## src/rtl/hilo_muldiv_if.sv

```systemverilog
// hilo_muldiv_if: groups the request, ALU-arbiter and result signals of the
// HI/LO multiply/divide sequencer. The slave modport is the sequencer. The
// master modport is its environment: the EX stage, the arbiter and the ALU.
// Optional feature macro: HILO_CANCEL_EN adds the cancel (flush) input.
interface hilo_muldiv_if;
  logic        start;
  logic [2:0]  op;
  logic [31:0] rs_val;
  logic [31:0] rt_val;
  logic        alu_req;
  logic        alu_gnt;
  logic [3:0]  alu_control;
  logic [31:0] alu_in1;
  logic [31:0] alu_in2;
  logic [31:0] alu_out1;
  logic [31:0] alu_out2;
  logic [31:0] hi;
  logic [31:0] lo;
  logic        busy;
  logic        done;
  logic        div_zero;
`ifdef HILO_CANCEL_EN
  logic        cancel;

  modport master (
    output start, op, rs_val, rt_val, alu_gnt, alu_out1, alu_out2, cancel,
    input  alu_req, alu_control, alu_in1, alu_in2, hi, lo, busy, done, div_zero
  );

  modport slave (
    input  start, op, rs_val, rt_val, alu_gnt, alu_out1, alu_out2, cancel,
    output alu_req, alu_control, alu_in1, alu_in2, hi, lo, busy, done, div_zero
  );
`else
  modport master (
    output start, op, rs_val, rt_val, alu_gnt, alu_out1, alu_out2,
    input  alu_req, alu_control, alu_in1, alu_in2, hi, lo, busy, done, div_zero
  );

  modport slave (
    input  start, op, rs_val, rt_val, alu_gnt, alu_out1, alu_out2,
    output alu_req, alu_control, alu_in1, alu_in2, hi, lo, busy, done, div_zero
  );
`endif
endinterface

```

## src/rtl/hilo_muldiv_ctrl.sv

```systemverilog
// hilo_muldiv_ctrl: multi-cycle multiply/divide sequencer on the shared ALU
// and owner of the architectural HI/LO registers.
// Optional feature macro: HILO_CANCEL_EN (cancel input flushes an operation).
// All outputs are registered. They are computed from the next state, so they
// line up exactly with the state the block is in.
module hilo_muldiv_ctrl #(
  parameter int MUL_LAT = 4,
  parameter int DIV_LAT = 32
) (
  input logic          clk,
  input logic          reset,
  hilo_muldiv_if.slave bus
);

  localparam logic [1:0] S_IDLE = 2'b00;
  localparam logic [1:0] S_REQ  = 2'b01;
  localparam logic [1:0] S_EXEC = 2'b10;
  localparam logic [1:0] S_DZ   = 2'b11;

  // The counter is loaded with LAT-1 and counts down to 0, so the block
  // spends exactly LAT cycles in EXEC.
  localparam logic [5:0] MUL_CNT = 6'(MUL_LAT - 1);
  localparam logic [5:0] DIV_CNT = 6'(DIV_LAT - 1);

  // ALU control code for a latched mult/div opcode (low two op bits).
  function automatic logic [3:0] alu_code(input logic [1:0] opc);
    logic [3:0] code;
    case (opc)
      2'b00:   code = 4'b1110;  // MULT
      2'b01:   code = 4'b1100;  // MULTU
      2'b10:   code = 4'b1111;  // DIV
      2'b11:   code = 4'b1101;  // DIVU
      default: code = 4'b0000;
    endcase
    return code;
  endfunction

  logic [1:0]  state_r;
  logic [1:0]  state_s;
  logic [5:0]  cnt_r;
  logic [5:0]  cnt_s;
  logic [1:0]  op_r;
  logic [31:0] opa_r;
  logic [31:0] opb_r;
  logic [31:0] hi_r;
  logic [31:0] lo_r;
  logic        done_r;
  logic        dz_r;
  logic        busy_r;
  logic        alu_req_r;
  logic [3:0]  alu_control_r;
  logic [31:0] alu_in1_r;
  logic [31:0] alu_in2_r;
  logic        accept_s;
  logic        capture_s;
  logic        done_s;
  logic        dz_s;
  logic        mthi_s;
  logic        mtlo_s;
  logic        cancel_s;

`ifdef HILO_CANCEL_EN
  assign cancel_s = bus.cancel;
`else
  assign cancel_s = 1'b0;
`endif

  // Next-state, counter and event decode for the sequencer.
  always_comb begin
    state_s   = state_r;
    cnt_s     = cnt_r;
    accept_s  = 1'b0;
    capture_s = 1'b0;
    done_s    = 1'b0;
    dz_s      = 1'b0;
    mthi_s    = 1'b0;
    mtlo_s    = 1'b0;
    case (state_r)
      S_IDLE: begin
        if (bus.start) begin
          case (bus.op)
            3'b000, 3'b001: begin
              accept_s = 1'b1;
              state_s  = S_REQ;
            end
            3'b010, 3'b011: begin
              accept_s = 1'b1;
              // A zero divisor never touches the ALU.
              if (bus.rt_val == 32'd0) begin
                state_s = S_DZ;
              end else begin
                state_s = S_REQ;
              end
            end
            3'b100:  mthi_s = 1'b1;
            3'b101:  mtlo_s = 1'b1;
            default: state_s = S_IDLE;
          endcase
        end else begin
          state_s = S_IDLE;
        end
      end
      S_REQ: begin
        if (cancel_s) begin
          state_s = S_IDLE;
          cnt_s   = 6'd0;
        end else if (bus.alu_gnt) begin
          state_s = S_EXEC;
          cnt_s   = op_r[1] ? DIV_CNT : MUL_CNT;
        end else begin
          state_s = S_REQ;
        end
      end
      S_EXEC: begin
        if (cancel_s) begin
          state_s = S_IDLE;
          cnt_s   = 6'd0;
        end else if (!bus.alu_gnt) begin
          // The ALU was taken away, so the partial run is worthless.
          // Go back and count the full latency again after regrant.
          state_s = S_REQ;
        end else if (cnt_r == 6'd0) begin
          capture_s = 1'b1;
          done_s    = 1'b1;
          state_s   = S_IDLE;
        end else begin
          cnt_s = cnt_r - 6'd1;
        end
      end
      S_DZ: begin
        state_s = S_IDLE;
        if (cancel_s) begin
          done_s = 1'b0;
          dz_s   = 1'b0;
        end else begin
          done_s = 1'b1;
          dz_s   = 1'b1;
        end
      end
      default: begin
        state_s = S_IDLE;
        cnt_s   = 6'd0;
      end
    endcase
  end

  // State and counter registers.
  always_ff @(posedge clk) begin
    if (reset) begin
      state_r <= S_IDLE;
      cnt_r   <= 6'd0;
    end else begin
      state_r <= state_s;
      cnt_r   <= cnt_s;
    end
  end

  // Latch the opcode and operands of an accepted mult/div request.
  always_ff @(posedge clk) begin
    if (reset) begin
      op_r  <= 2'b00;
      opa_r <= 32'd0;
      opb_r <= 32'd0;
    end else if (accept_s) begin
      op_r  <= bus.op[1:0];
      opa_r <= bus.rs_val;
      opb_r <= bus.rt_val;
    end
  end

  // HI/LO registers: written by ALU result capture or by MTHI/MTLO.
  always_ff @(posedge clk) begin
    if (reset) begin
      hi_r <= 32'd0;
      lo_r <= 32'd0;
    end else if (capture_s) begin
      hi_r <= bus.alu_out2;
      lo_r <= bus.alu_out1;
    end else begin
      if (mthi_s) begin
        hi_r <= bus.rs_val;
      end
      if (mtlo_s) begin
        lo_r <= bus.rs_val;
      end
    end
  end

  // Registered status and ALU-drive outputs, derived from the next state.
  always_ff @(posedge clk) begin
    if (reset) begin
      done_r        <= 1'b0;
      dz_r          <= 1'b0;
      busy_r        <= 1'b0;
      alu_req_r     <= 1'b0;
      alu_control_r <= 4'b0000;
      alu_in1_r     <= 32'd0;
      alu_in2_r     <= 32'd0;
    end else begin
      done_r    <= done_s;
      dz_r      <= dz_s;
      busy_r    <= (state_s != S_IDLE);
      alu_req_r <= (state_s == S_REQ) || (state_s == S_EXEC);
      if (state_s == S_EXEC) begin
        alu_control_r <= alu_code(op_r);
        alu_in1_r     <= opa_r;
        alu_in2_r     <= opb_r;
      end else begin
        alu_control_r <= 4'b0000;
        alu_in1_r     <= 32'd0;
        alu_in2_r     <= 32'd0;
      end
    end
  end

  assign bus.hi          = hi_r;
  assign bus.lo          = lo_r;
  assign bus.done        = done_r;
  assign bus.div_zero    = dz_r;
  assign bus.busy        = busy_r;
  assign bus.alu_req     = alu_req_r;
  assign bus.alu_control = alu_control_r;
  assign bus.alu_in1     = alu_in1_r;
  assign bus.alu_in2     = alu_in2_r;

endmodule
```

## src/flat_wrapper.sv

```systemverilog
// flat-port wrapper written by rule: the top's interface ports become plain ports
module hilo_muldiv_ctrl_flat 
#(
  parameter int MUL_LAT = 4,
  parameter int DIV_LAT = 32
)
  (clk, reset, bus_start, bus_op, bus_rs_val, bus_rt_val, bus_alu_gnt, bus_alu_out1, bus_alu_out2, bus_alu_req, bus_alu_control, bus_alu_in1, bus_alu_in2, bus_hi, bus_lo, bus_busy, bus_done, bus_div_zero);
  hilo_muldiv_if bus_i ();
  input logic clk;
  input logic reset;
  input wire logic [$bits(bus_i.start)-1:0] bus_start;
  input wire logic [$bits(bus_i.op)-1:0] bus_op;
  input wire logic [$bits(bus_i.rs_val)-1:0] bus_rs_val;
  input wire logic [$bits(bus_i.rt_val)-1:0] bus_rt_val;
  input wire logic [$bits(bus_i.alu_gnt)-1:0] bus_alu_gnt;
  input wire logic [$bits(bus_i.alu_out1)-1:0] bus_alu_out1;
  input wire logic [$bits(bus_i.alu_out2)-1:0] bus_alu_out2;
  output wire logic [$bits(bus_i.alu_req)-1:0] bus_alu_req;
  output wire logic [$bits(bus_i.alu_control)-1:0] bus_alu_control;
  output wire logic [$bits(bus_i.alu_in1)-1:0] bus_alu_in1;
  output wire logic [$bits(bus_i.alu_in2)-1:0] bus_alu_in2;
  output wire logic [$bits(bus_i.hi)-1:0] bus_hi;
  output wire logic [$bits(bus_i.lo)-1:0] bus_lo;
  output wire logic [$bits(bus_i.busy)-1:0] bus_busy;
  output wire logic [$bits(bus_i.done)-1:0] bus_done;
  output wire logic [$bits(bus_i.div_zero)-1:0] bus_div_zero;
  assign bus_i.start = bus_start;
  assign bus_i.op = bus_op;
  assign bus_i.rs_val = bus_rs_val;
  assign bus_i.rt_val = bus_rt_val;
  assign bus_i.alu_gnt = bus_alu_gnt;
  assign bus_i.alu_out1 = bus_alu_out1;
  assign bus_i.alu_out2 = bus_alu_out2;
  assign bus_alu_req = bus_i.alu_req;
  assign bus_alu_control = bus_i.alu_control;
  assign bus_alu_in1 = bus_i.alu_in1;
  assign bus_alu_in2 = bus_i.alu_in2;
  assign bus_hi = bus_i.hi;
  assign bus_lo = bus_i.lo;
  assign bus_busy = bus_i.busy;
  assign bus_done = bus_i.done;
  assign bus_div_zero = bus_i.div_zero;
  hilo_muldiv_ctrl #(.MUL_LAT(MUL_LAT), .DIV_LAT(DIV_LAT)) u_core (.clk(clk), .reset(reset), .bus(bus_i));
endmodule
```

## config.mk

```make
export PLATFORM = sky130hd
export DESIGN_NAME = hilo_muldiv_ctrl_flat
export DESIGN_NICKNAME = d
export VERILOG_FILES = /design/src/rtl/hilo_muldiv_if.sv /design/src/rtl/hilo_muldiv_ctrl.sv /design/src/flat_wrapper.sv
export SDC_FILE = /design/constraint.sdc
export NUM_CORES = 1
export LEC_CHECK = 0
export CORE_UTILIZATION = 39
export CTS_BUF_LIST = sky130_fd_sc_hd__clkbuf_8
export DETAILED_ROUTE_END_ITERATION = 12
export PLACE_DENSITY = 0.7
export SETUP_SLACK_MARGIN = 0.2
export SKIP_CTS_REPAIR_TIMING = 1
export SLEW_MARGIN = 20
export SYNTH_ARGS = -nofsm -noshare
export SYNTH_HDL_FRONTEND = slang
export SYNTH_SLANG_ARGS = --single-unit
```

## constraint.sdc

```tcl
create_clock -name clk -period 2.85 [get_ports clk]
set_input_delay 0.7125 -clock clk [delete_from_list [all_inputs] [get_ports clk]]
set_output_delay 0.7125 -clock clk [all_outputs]
set_load 0.02 [all_outputs]
```

### Yosys cells after proc, flatten, opt, wreduce, memory -nomap -nowiden

Index checks and enable logic that the tools add are counted.

* bits in registers: 210
* bits of input ports: 135
* output and inout port bits: 136
* word-level logic and storage cells: 79

* add/subtract/negate cells: 1
* eq/ne operators: 16
* multiplexer cells: 31
* bitwise logic cells: 1
* reduce and logical (&&, ||, !) cells: 16

Operators by type and width (number)
* 32-bit two-way mux: 4
* 32-bit logical NOT: 1
* 6-bit two-way mux: 3
* 4-bit case mux with 4 select lines: 1
* 1-bit two-way mux: 13
* 6-bit case mux with 2 select lines: 1
* 2-bit equality test, second input constant: 5
* 2-bit two-way mux: 5
* 2-bit case mux with 4 select lines: 1
* 2-bit nonzero test: 4
* 2-bit OR reduction: 4
* 2-bit by 1-bit equality test with 1-bit output, second input constant: 3
* 3-bit by 2-bit equality test with 1-bit output, second input constant: 2
* 3-bit equality test, second input constant: 2
* 6-bit logical NOT: 1
* 2-bit inequality test, second input constant: 3
* 2-bit case mux with 3 select lines: 1
* 6-bit by 1-bit subtractor with 6-bit output, second input constant: 1
* 5-bit two-way mux: 1
* 2-bit logical NOT: 2
* 4-bit AND reduction: 1
* 4-bit OR reduction: 1
* 3-bit by 1-bit equality test with 1-bit output, second input constant: 1
* 3-bit logical NOT: 1
* other kinds (3): 3

### Logic depth before layout (Yosys ltp)

Gate-level depths: netlist of the first run.

* word-level depth: 8
* gate-level depth with buffers: 11
* mapped depth without buffers: 9

### Worst setup path after synthesis of the first run

Ideal clock, no wire load.

* kind: in2reg
* from: input bus_op[2]
* to: register u_core.alu_control_r[0] (netlist: u_core.bus.alu_control[0])
* library setup time: 59 ps
* data arrival time: 2829 ps
* slack: -38 ps
* stages: 10
* path through: or4b_2 -> clkbuf_1 -> nor4_1 -> a31oi_1 -> inv_1 -> ha_1 -> nor2b_1 -> clkbuf_1 -> clkbuf_1 -> and2_1

* longest elaborated chain between the ends: 8
* elaborated cells between the ends (all ways): 15

RTL lines
* start: declaration: line flat_wrapper.sv:12 `input wire logic [$bits(bus_i.op)-1:0] bus_op;`
* 3-bit equality test, or another cell as far along: line hilo_muldiv_ctrl.sv:81 `case (bus.op)`
* 2-bit OR reduction, on equally long branches
* 2-bit case mux with 3 select lines *: line hilo_muldiv_ctrl.sv:81
* 2-bit two-way mux *: line hilo_muldiv_ctrl.sv:80 `if (bus.start) begin`
* 2-bit case mux with 4 select lines *: line hilo_muldiv_ctrl.sv:78 `case (state_r)`
* via u_core.state_s[1]: line hilo_muldiv_ctrl.sv:39 `logic [1:0] state_s;`
* 2-bit equality test *: line hilo_muldiv_ctrl.sv:204 `if (state_s == S_EXEC) begin`
* 1-bit inverter (no line) *
* 2-bit OR reduction (no line) *
* end signal: assignment: line hilo_muldiv_ctrl.sv:205 `alu_control_r <= alu_code(op_r);`
* end: declaration: line hilo_muldiv_ctrl.sv:51 `logic [3:0] alu_control_r;`

The timed path passes the listed nets; every way through them passes the cells marked *.
A chain may end at the register's enable or synchronous reset.

### Worst setup path in the final report of the first run

* from: input bus_op[2]
* to: register u_core.alu_control_r[1] (netlist: u_core.bus.alu_control[1])

Same word-level chain as after synthesis.

==> run_results.csv, run 1 <==
group,metric,value,unit
logic_synthesis,post_synth_num_cell_types,42,
logic_synthesis,netlist.area_leader.share,54.9,%
sta,rsz_0062_raised_after_global_routing,"no",
floorplanning,floorplan.io_pins,271,
pwr,power.ir.vdd_worst,0.000296,V
setup_path,required,3.28,ns
finish,post-route-util,60.3,%
cts,cts.htree.levels,2,
sta,final-max-slew-violation-count,0,
logic_synthesis,synth.avg_cell_area,9.05,µm²
cts,root_buffer,"sky130_fd_sc_hd__clkbuf_8",
sta,setup_viol,0,
setup_path,timing.critical_path.buf_inv,3,
pwr,power_density,566,mW/mm²
finish,antenna-diode-count,0,
setup_path,critical_path.endpoint_type,"flip-flop",
setup_path,critical_path.reg2reg.startpoint,"u_core.cnt_r[0]$_SDFFE_PP0P_",
sta,worst_clock_skew,0.0173,ns
logic_synthesis,ys_top_cells_by_area,"sky130_fd_sc_hd__dfxtp_1, sky130_fd_sc_hd__nand2_1, sky130_fd_sc_hd__a311oi_1, sky130_fd_sc_hd__and2_1, sky130_fd_sc_hd__a21oi_1",
cts,path_clk_slew,0.05,ns
sta,final_min_period_over_clock_period,86.9,%
logic_synthesis,synth-seq-area-share,54.9,%
finish,syn_to_final_growth,49.5,%
setup_path,r2r_setup_slack,0.48,ns
setup_path,crit-reg2reg-capture,"u_core.bus.alu_in1[17]$_SDFF_PP0_",
finish,num-nets-final,1248,
global_route,grt_antenna_before_repair,0,
global_route,grtUsageTotal,23.0,%
logic_synthesis,yosysMostFrequentCell,"sky130_fd_sc_hd__nand2_1",
logic_synthesis,syn-num-nets,980,
floorplanning,die_area,0.0201,mm²
setup_path,crit_arrival,2.91,ns
global_route,grt_remaining_overflow,0,
logic_synthesis,async_reset_ff_share,0,%
job,max_cap_violations,0,
placed_design,hpwl,15700,µm
sta,slew_headroom,48.7,%
routing,avgRoutedWirePerCell,16.9,µm
min_path,hold_path.class,"flip-flop to flip-flop",
floorplanning,effective_utilization_at_floorplan,40.3,%
setup_path,worstSetupEndpoint,"u_core.bus.alu_control[1]$_SDFF_PP0_",
floorplanning,dieHeight,142,µm
logic_synthesis,cell_count_after_synthesis,842,
setup_path,timing.reg2reg.worst_path_depth,10,
setup_path,cp-startpoint,"bus_op[2]",
setup_path,timing_worst_setup_path_type,"primary input to flip-flop",
logic_synthesis,synth_top_cell_by_area,"sky130_fd_sc_hd__dfxtp_1",
logic_synthesis,number_of_warnings_reported_in_the_yosys_synthesis_log,0,
setup_path,cp-start-kind,"primary input",
placed_design,placement.setup.worst_slack,-0.159,ns
setup_path,timing.critical_path.fanout_max,31,
placed_design,placer_congestion_estimate,0.822,
placed_design,numPortBuffers,270,
logic_synthesis,ys_dominant_reg_cell,"sky130_fd_sc_hd__dfxtp_1",
setup_path,worst-path-stages,9,
global_route,first_pass_grt_wire_length,36300,µm
setup_path,crit_path_cell_trace,"clkdlybuf4s50_1, or4b_4, nor4_1, a31oi_1, inv_1, ha_2, nor2b_4, buf_12, nor2b_1",
cts,tritoncts.num_buffers,37,
floorplanning,core,0.0189,mm²
finish,nFillCells,1680,
finish,final_layout_size_suffix_gt1_share,9.16,%
logic_synthesis,synth_enable_flop_cells,0,
logic_synthesis,post_synthesis_cell_area,0.00762,mm²
cts,tritoncts,"built",
routing,route.vias.total,7062,
cts,clkLatencyLatePin,0.51,ns
cts,cts.path.max_buffers,3,
routing,drt_pre_antenna_iters,4,
setup_path,cp_top_family,"simple AND/OR/NAND/NOR gates",
setup_path,timing.critical_path.slowest_stage_cell,"sky130_fd_sc_hd__or4b_4",
routing,viasPerCell,5.06,
sta,postLayoutSetupSlackWorst,0.374,ns
floorplanning,fp.dieW,142,µm
routing,wirelength,23500,µm
global_route,grt_pass1_vias,6821,
routing,post-route-drc-count,0,
floorplanning,fp-row-count,50,
logic_synthesis,synth_common_cells,"sky130_fd_sc_hd__nand2_1, sky130_fd_sc_hd__dfxtp_1, sky130_fd_sc_hd__a21oi_1",
sta,final_critical_path_required_period,2.48,ns
pwr,power.static_leakage,0.00411,µW
sta,report.final.hold_viol_count,0,
placed_design,placedCellCount,1331,
status,status,"complete, no violations",
sta,timing.fmax,0.404,GHz
routing,initialDrtViolationCount,329,
cts,numClockSinks,209,
logic_synthesis,synth-seq-cells,209,
routing,post_route_antenna_net_violation_count,0,
global_route,grt_max_degree,67,
sta,max_slew.worst_pin.slew,0.769,ns
setup_path,critical-path-max-stage-delay,0.57,ns
finish,instances_no_fill,1395,
sta,fin_hold_ws,0.445,ns
[metrics by stage]
stage | area (µm²) | total power (µW) | setup TNS [ns]
finish | 11400 | 6440 | 0
global route | 11400 | 6710 | 0
CTS | 11400 | 6510 | 0
floorplan | 7670 | 3420 | 0
detailed placement | 10700 | 3810 | -8.80
global placement | 10700 | 3800 | -5.94
[state kept, by name (all words and copies together) (netlist names)]
register / flops
u_core.bus.lo: 32
u_core.bus.alu_req: 1
u_core.bus.alu_in2: 32
u_core.bus.hi: 32
u_core.bus.busy: 1
u_core.opb_r: 32
u_core.bus.div_zero: 1
u_core.state_r: 2
u_core.bus.alu_control: 3
u_core.bus.alu_in1: 32
u_core.op_r: 2
u_core.opa_r: 32
u_core.bus.done: 1
u_core.cnt_r: 6
[logic make-up after synthesis]
family / share of synthesized area, %
AND/OR/NAND/NOR: 24.8
buffers and inverters: 5.08
flip-flops: 54.9
multiplexers: 0.131
adder cells (fa/ha/maj): 0.493
AO/OA/AOI/OAI: 14.4
XOR/XNOR: 0.115
[power by group]
part           total [µW]  internal, µW  switching (µW)
registers            3060          3020            44.7
clock network        2700          1500            1190
logic                 688           352             336
[worst register-to-register path, cell delays in order, from the launching register on]
cell                       delay, ns
sky130_fd_sc_hd__dfxtp_1        0.33
sky130_fd_sc_hd__inv_1          0.06
sky130_fd_sc_hd__ha_1           0.18
sky130_fd_sc_hd__nor3b_2        0.47
sky130_fd_sc_hd__a311oi_1       0.24
sky130_fd_sc_hd__a31oi_1        0.24
sky130_fd_sc_hd__inv_1          0.07
sky130_fd_sc_hd__ha_2           0.16
sky130_fd_sc_hd__nor2b_4        0.14
sky130_fd_sc_hd__buf_12         0.17
sky130_fd_sc_hd__and2_1         0.17
[per-layer routing]
layer,vias up,track usage [%],wire length [µm]
met5,-,0,0
met4,0,7.02,515
met3,41,7.53,2260
met2,303,38.3,10900
met1,3279,28.2,9820
li1,3439,-,-
[cells in the final DEF, fill, tap and decap left out, types with 2 or more instances in the layout]
master / netlist / layout
sky130_fd_sc_hd__clkdlybuf4s50_1: 0 / 269
sky130_fd_sc_hd__nand2_1: 228 / 228
sky130_fd_sc_hd__dfxtp_1: 209 / 209
sky130_fd_sc_hd__a21oi_1: 70 / 70
sky130_fd_sc_hd__nor3_1: 66 / 66
sky130_fd_sc_hd__and2_1: 65 / 65
sky130_fd_sc_hd__a311oi_1: 53 / 53
sky130_fd_sc_hd__clkbuf_8: 0 / 48
sky130_fd_sc_hd__buf_4: 4 / 18
sky130_fd_sc_hd__inv_1: 5 / 17
sky130_fd_sc_hd__a311oi_2: 12 / 12
sky130_fd_sc_hd__nor2_1: 13 / 11
sky130_fd_sc_hd__buf_12: 2 / 11
sky130_fd_sc_hd__nor4_1: 8 / 8
sky130_fd_sc_hd__a211oi_1: 5 / 5
sky130_fd_sc_hd__nand2b_1: 3 / 3
sky130_fd_sc_hd__nor2b_1: 4 / 3
sky130_fd_sc_hd__clkinv_2: 0 / 3
sky130_fd_sc_hd__and3_1: 2 / 2
sky130_fd_sc_hd__a31oi_1: 2 / 2
sky130_fd_sc_hd__nand3b_1: 2 / 2
sky130_fd_sc_hd__a2111oi_0: 2 / 2
sky130_fd_sc_hd__nand3_1: 2 / 2
sky130_fd_sc_hd__ha_1: 3 / 2
[final cells by class]
class	count	area (µm²)	share of cell area, %
clock buffers	48	661	5.80
clock inverters	16	67.6	0.593
inverters	5	18.8	0.165
multi-input cells	559	3080	27.1
flip-flops and latches	209	4180	36.7
well taps	260	325	2.86
repair buffers	298	3050	26.8
[worst min path at each step]
stage                                 startpoint                                   end  slack, ns  cells past startpoint
finish              u_core.opa_r[7]$_SDFFE_PP0P_      u_core.bus.alu_in1[7]$_SDFF_PP0_       0.45                      1
global placement    u_core.opb_r[1]$_SDFFE_PP0P_      u_core.bus.alu_in2[1]$_SDFF_PP0_       0.43                      1
floorplan            u_core.op_r[0]$_SDFFE_PP0P_  u_core.bus.alu_control[1]$_SDFF_PP0_       0.39                      1
global route        u_core.opb_r[7]$_SDFFE_PP0P_          u_core.opb_r[7]$_SDFFE_PP0P_       0.46                      2
detailed placement  u_core.opb_r[1]$_SDFFE_PP0P_      u_core.bus.alu_in2[1]$_SDFF_PP0_       0.44                      1
CTS                 u_core.opb_r[1]$_SDFFE_PP0P_      u_core.bus.alu_in2[1]$_SDFF_PP0_       0.45                      1
Power figures use the tool's default switching activity.
==> inputs of run 2 (changes only) <==
--- a/config.mk
+++ b/config.mk
@@ -8,6 +8,7 @@
 export CORE_UTILIZATION = 39
 export CTS_BUF_LIST = sky130_fd_sc_hd__clkbuf_8
 export DETAILED_ROUTE_END_ITERATION = 12
+export GPL_TIMING_DRIVEN = 0
 export PLACE_DENSITY = 0.7
 export SETUP_SLACK_MARGIN = 0.2
 export SKIP_CTS_REPAIR_TIMING = 1
==> constraint.sdc (replaced) <==
create_clock -name clk -period 2.85 [get_ports clk]
set_input_delay 0.7125 -clock clk [delete_from_list [all_inputs] [get_ports clk]]
set_output_delay 0.7125 -clock clk [all_outputs]
set_load 0.005 [all_outputs]
==> run 2 against run 1 <==
Against the previous run:
- clock power increased by 4%
- setup slack worse by 0.098 ns
- core utilization rose by 1.3 points
- critical path type unchanged
- largest cell class unchanged
==> run_results.csv, run 2 (synthesis results as in run 1) <==
group,metric,value,unit
status,status,"complete, no violations",
finish,antenna-diode-count,0,
routing,drt_pre_antenna_iters,5,
pwr,p_sw_share,23.3,%
sta,final_critical_path_required_period,2.57,ns
routing,avgRoutedWirePerCell,17.4,µm
min_path,hold_path.class,"flip-flop to flip-flop",
placed_design,numPortBuffers,269,
floorplanning,die_area,0.0201,mm²
global_route,grt_antenna_before_repair,0,
finish,final_layout_size_suffix_gt1_share,10.5,%
finish,final_common_cell,"sky130_fd_sc_hd__clkdlybuf4s50_1",
setup_path,r2r_setup_slack,0.41,ns
cts,root_buffer,"sky130_fd_sc_hd__clkbuf_8",
sta,setup_viol,0,
setup_path,cp-start-kind,"primary input",
setup_path,cp-startpoint,"bus_rt_val[11]",
routing,initialDrtViolationCount,316,
cts,tritoncts.num_buffers,36,
finish,num-nets-final,1293,
floorplanning,floorplan.io_pins,271,
global_route,grt_pass1_vias,7014,
sta,final-max-slew-violation-count,0,
global_route,first_pass_grt_wire_length,37900,µm
pwr,power_density,563,mW/mm²
floorplanning,effective_utilization_at_floorplan,40.3,%
setup_path,critical-path-max-stage-delay,0.46,ns
floorplanning,fp-row-count,50,
routing,route.vias.total,7201,
finish,layout_common_cells,"sky130_fd_sc_hd__clkdlybuf4s50_1, sky130_fd_sc_hd__nand2_1, sky130_fd_sc_hd__dfxtp_1",
placed_design,placedCellCount,1371,
setup_path,timing_worst_setup_path_type,"primary input to flip-flop",
global_route,grtUsageTotal,24.5,%
cts,path_clk_slew,0.06,ns
global_route,grt_max_degree,11,
routing,post-route-drc-count,0,
pwr,clock_network_fraction_of_design_power,43.1,%
setup_path,crit_path_cell_trace,"clkdlybuf4s50_1, or4_4, nor4_4, a31oi_2, inv_1, ha_2, nor2b_4, clkbuf_16, buf_8, and2_4",
global_route,grt_remaining_overflow,0,
finish,nFillCells,1694,
cts,clkLatencyLatePin,0.52,ns
sta,rsz_0062_raised_after_global_routing,"no",
pwr,p_seq_share,46.8,%
setup_path,crit_arrival,3.03,ns
sta,max_slew.worst_pin.slew,0.651,ns
floorplanning,core,0.0189,mm²
routing,wirelength,25000,µm
cts,cts.path.max_buffers,3,
placed_design,dpl_cell_area,0.0107,mm²
cts,cts.htree.levels,2,
routing,post_route_antenna_net_violation_count,0,
sta,timing.fmax,0.389,GHz
setup_path,critical_path.endpoint_type,"flip-flop",
sta,final_min_period_over_clock_period,90.3,%
pwr,p_int,5020,µW
job,max_cap_violations,0,
floorplanning,fp.dieW,142,µm
finish,final_cell_area,0.0116,mm²
sta,report.final.hold_viol_count,0,
sta,tns,0,ns
placed_design,hpwl,18400,µm
setup_path,timing.critical_path.slowest_stage_cell,"sky130_fd_sc_hd__or4_4",
pwr,power.static_leakage,0.00428,µW
cts,tritoncts,"built",
pwr,power.switching,1520,µW
finish,syn_to_final_growth,52.7,%
setup_path,required,3.31,ns
pwr,power.ir.vdd_worst,0.000309,V
placed_design,placer_congestion_estimate,0.877,
min_path,hold_path_startpoint,"u_core.op_r[0]$_SDFFE_PP0P_",
setup_path,critical_path.reg2reg.startpoint,"u_core.cnt_r[0]$_SDFFE_PP0P_",
sta,worst_clock_skew,0.0164,ns
routing,viasPerCell,5.01,
cts,numClockSinks,209,
pwr,combinationalPowerShare,10.0,%
setup_path,timing.critical_path.fanout_max,5,
sta,slew_headroom,56.6,%
floorplanning,dieHeight,142,µm
finish,instances_no_fill,1436,
-- run 2: cell types whose count changed in the layout (fill, tap and decap cells not counted), moves of 3 or more --
cell / delta
sky130_fd_sc_hd__and2_1: -3
sky130_fd_sc_hd__and2_4: +3
sky130_fd_sc_hd__buf_12: -8
sky130_fd_sc_hd__buf_2: +19
sky130_fd_sc_hd__buf_4: -10
sky130_fd_sc_hd__buf_6: +6
sky130_fd_sc_hd__buf_8: +3
sky130_fd_sc_hd__clkbuf_1: +31
sky130_fd_sc_hd__clkdlybuf4s50_1: -5
sky130_fd_sc_hd__dlymetal6s2s_1: +5
sky130_fd_sc_hd__inv_1: -5
-- run 2: path summary, 6_finish.rpt --
path / end / cells past startpoint
max reg2reg: u_core.bus.alu_in1[11]$_SDFF_PP0_ / 11
min: u_core.bus.alu_control[1]$_SDFF_PP0_ / 1
min reg2reg: u_core.bus.alu_control[1]$_SDFF_PP0_ / 1
max: u_core.bus.alu_in1[0]$_SDFF_PP0_ / 10
-- run 2: metal layers --
layer	part of all wire (%)	routed length, µm	GRT usage (%)
met1	41	10400	29.5
met2	47	11800	41.2
met3	8.7	2190	7.36
met4	2.8	693	8.83
met5	0	0	0
-- run 2: final cells by class --
type | instances | area [µm²] | area share (%)
buffer | 69 | 434 | 3.73
multi-input combinational | 559 | 3130 | 26.9
clock inverter | 12 | 106 | 0.914
clock buffer | 47 | 647 | 5.56
timing repair buffer | 275 | 2790 | 23.9
inverter | 5 | 18.8 | 0.161
tap | 260 | 325 | 2.80
sequential | 209 | 4180 | 36.0
-- run 2: critical path, delay by kind of cell --
family                     cells  cell delay (ns)
and+or+nand+nor                4             1.16
AOI/OAI and AO/OA              1             0.16
buffers and inverters          4             0.83
adders and majority gates      1             0.15
-- run 2: power by group through the flow --
stage | logic (µW) | registers [µW] | clock network (µW)
floorplan | 257 | 3120 | 0
global placement | 636 | 3120 | 0
detailed placement | 640 | 3130 | 0
CTS | 643 | 3060 | 2880
global route | 711 | 3080 | 3010
finish | 657 | 3060 | 2820
-- run 2: through the flow --
step                      setup WS [ns]  hold WS [ns]  util, %  power [µW]
after floorplan                   0.283         0.392        -        3380
after CTS                        -0.201         0.424     60.6        6580
after global routing              0.207         0.427     61.6        6800
after detailed placement         -0.754         0.418     56.6        3760
final                             0.277         0.421     61.6        6540
after global placement           -0.716         0.423     56.6        3760
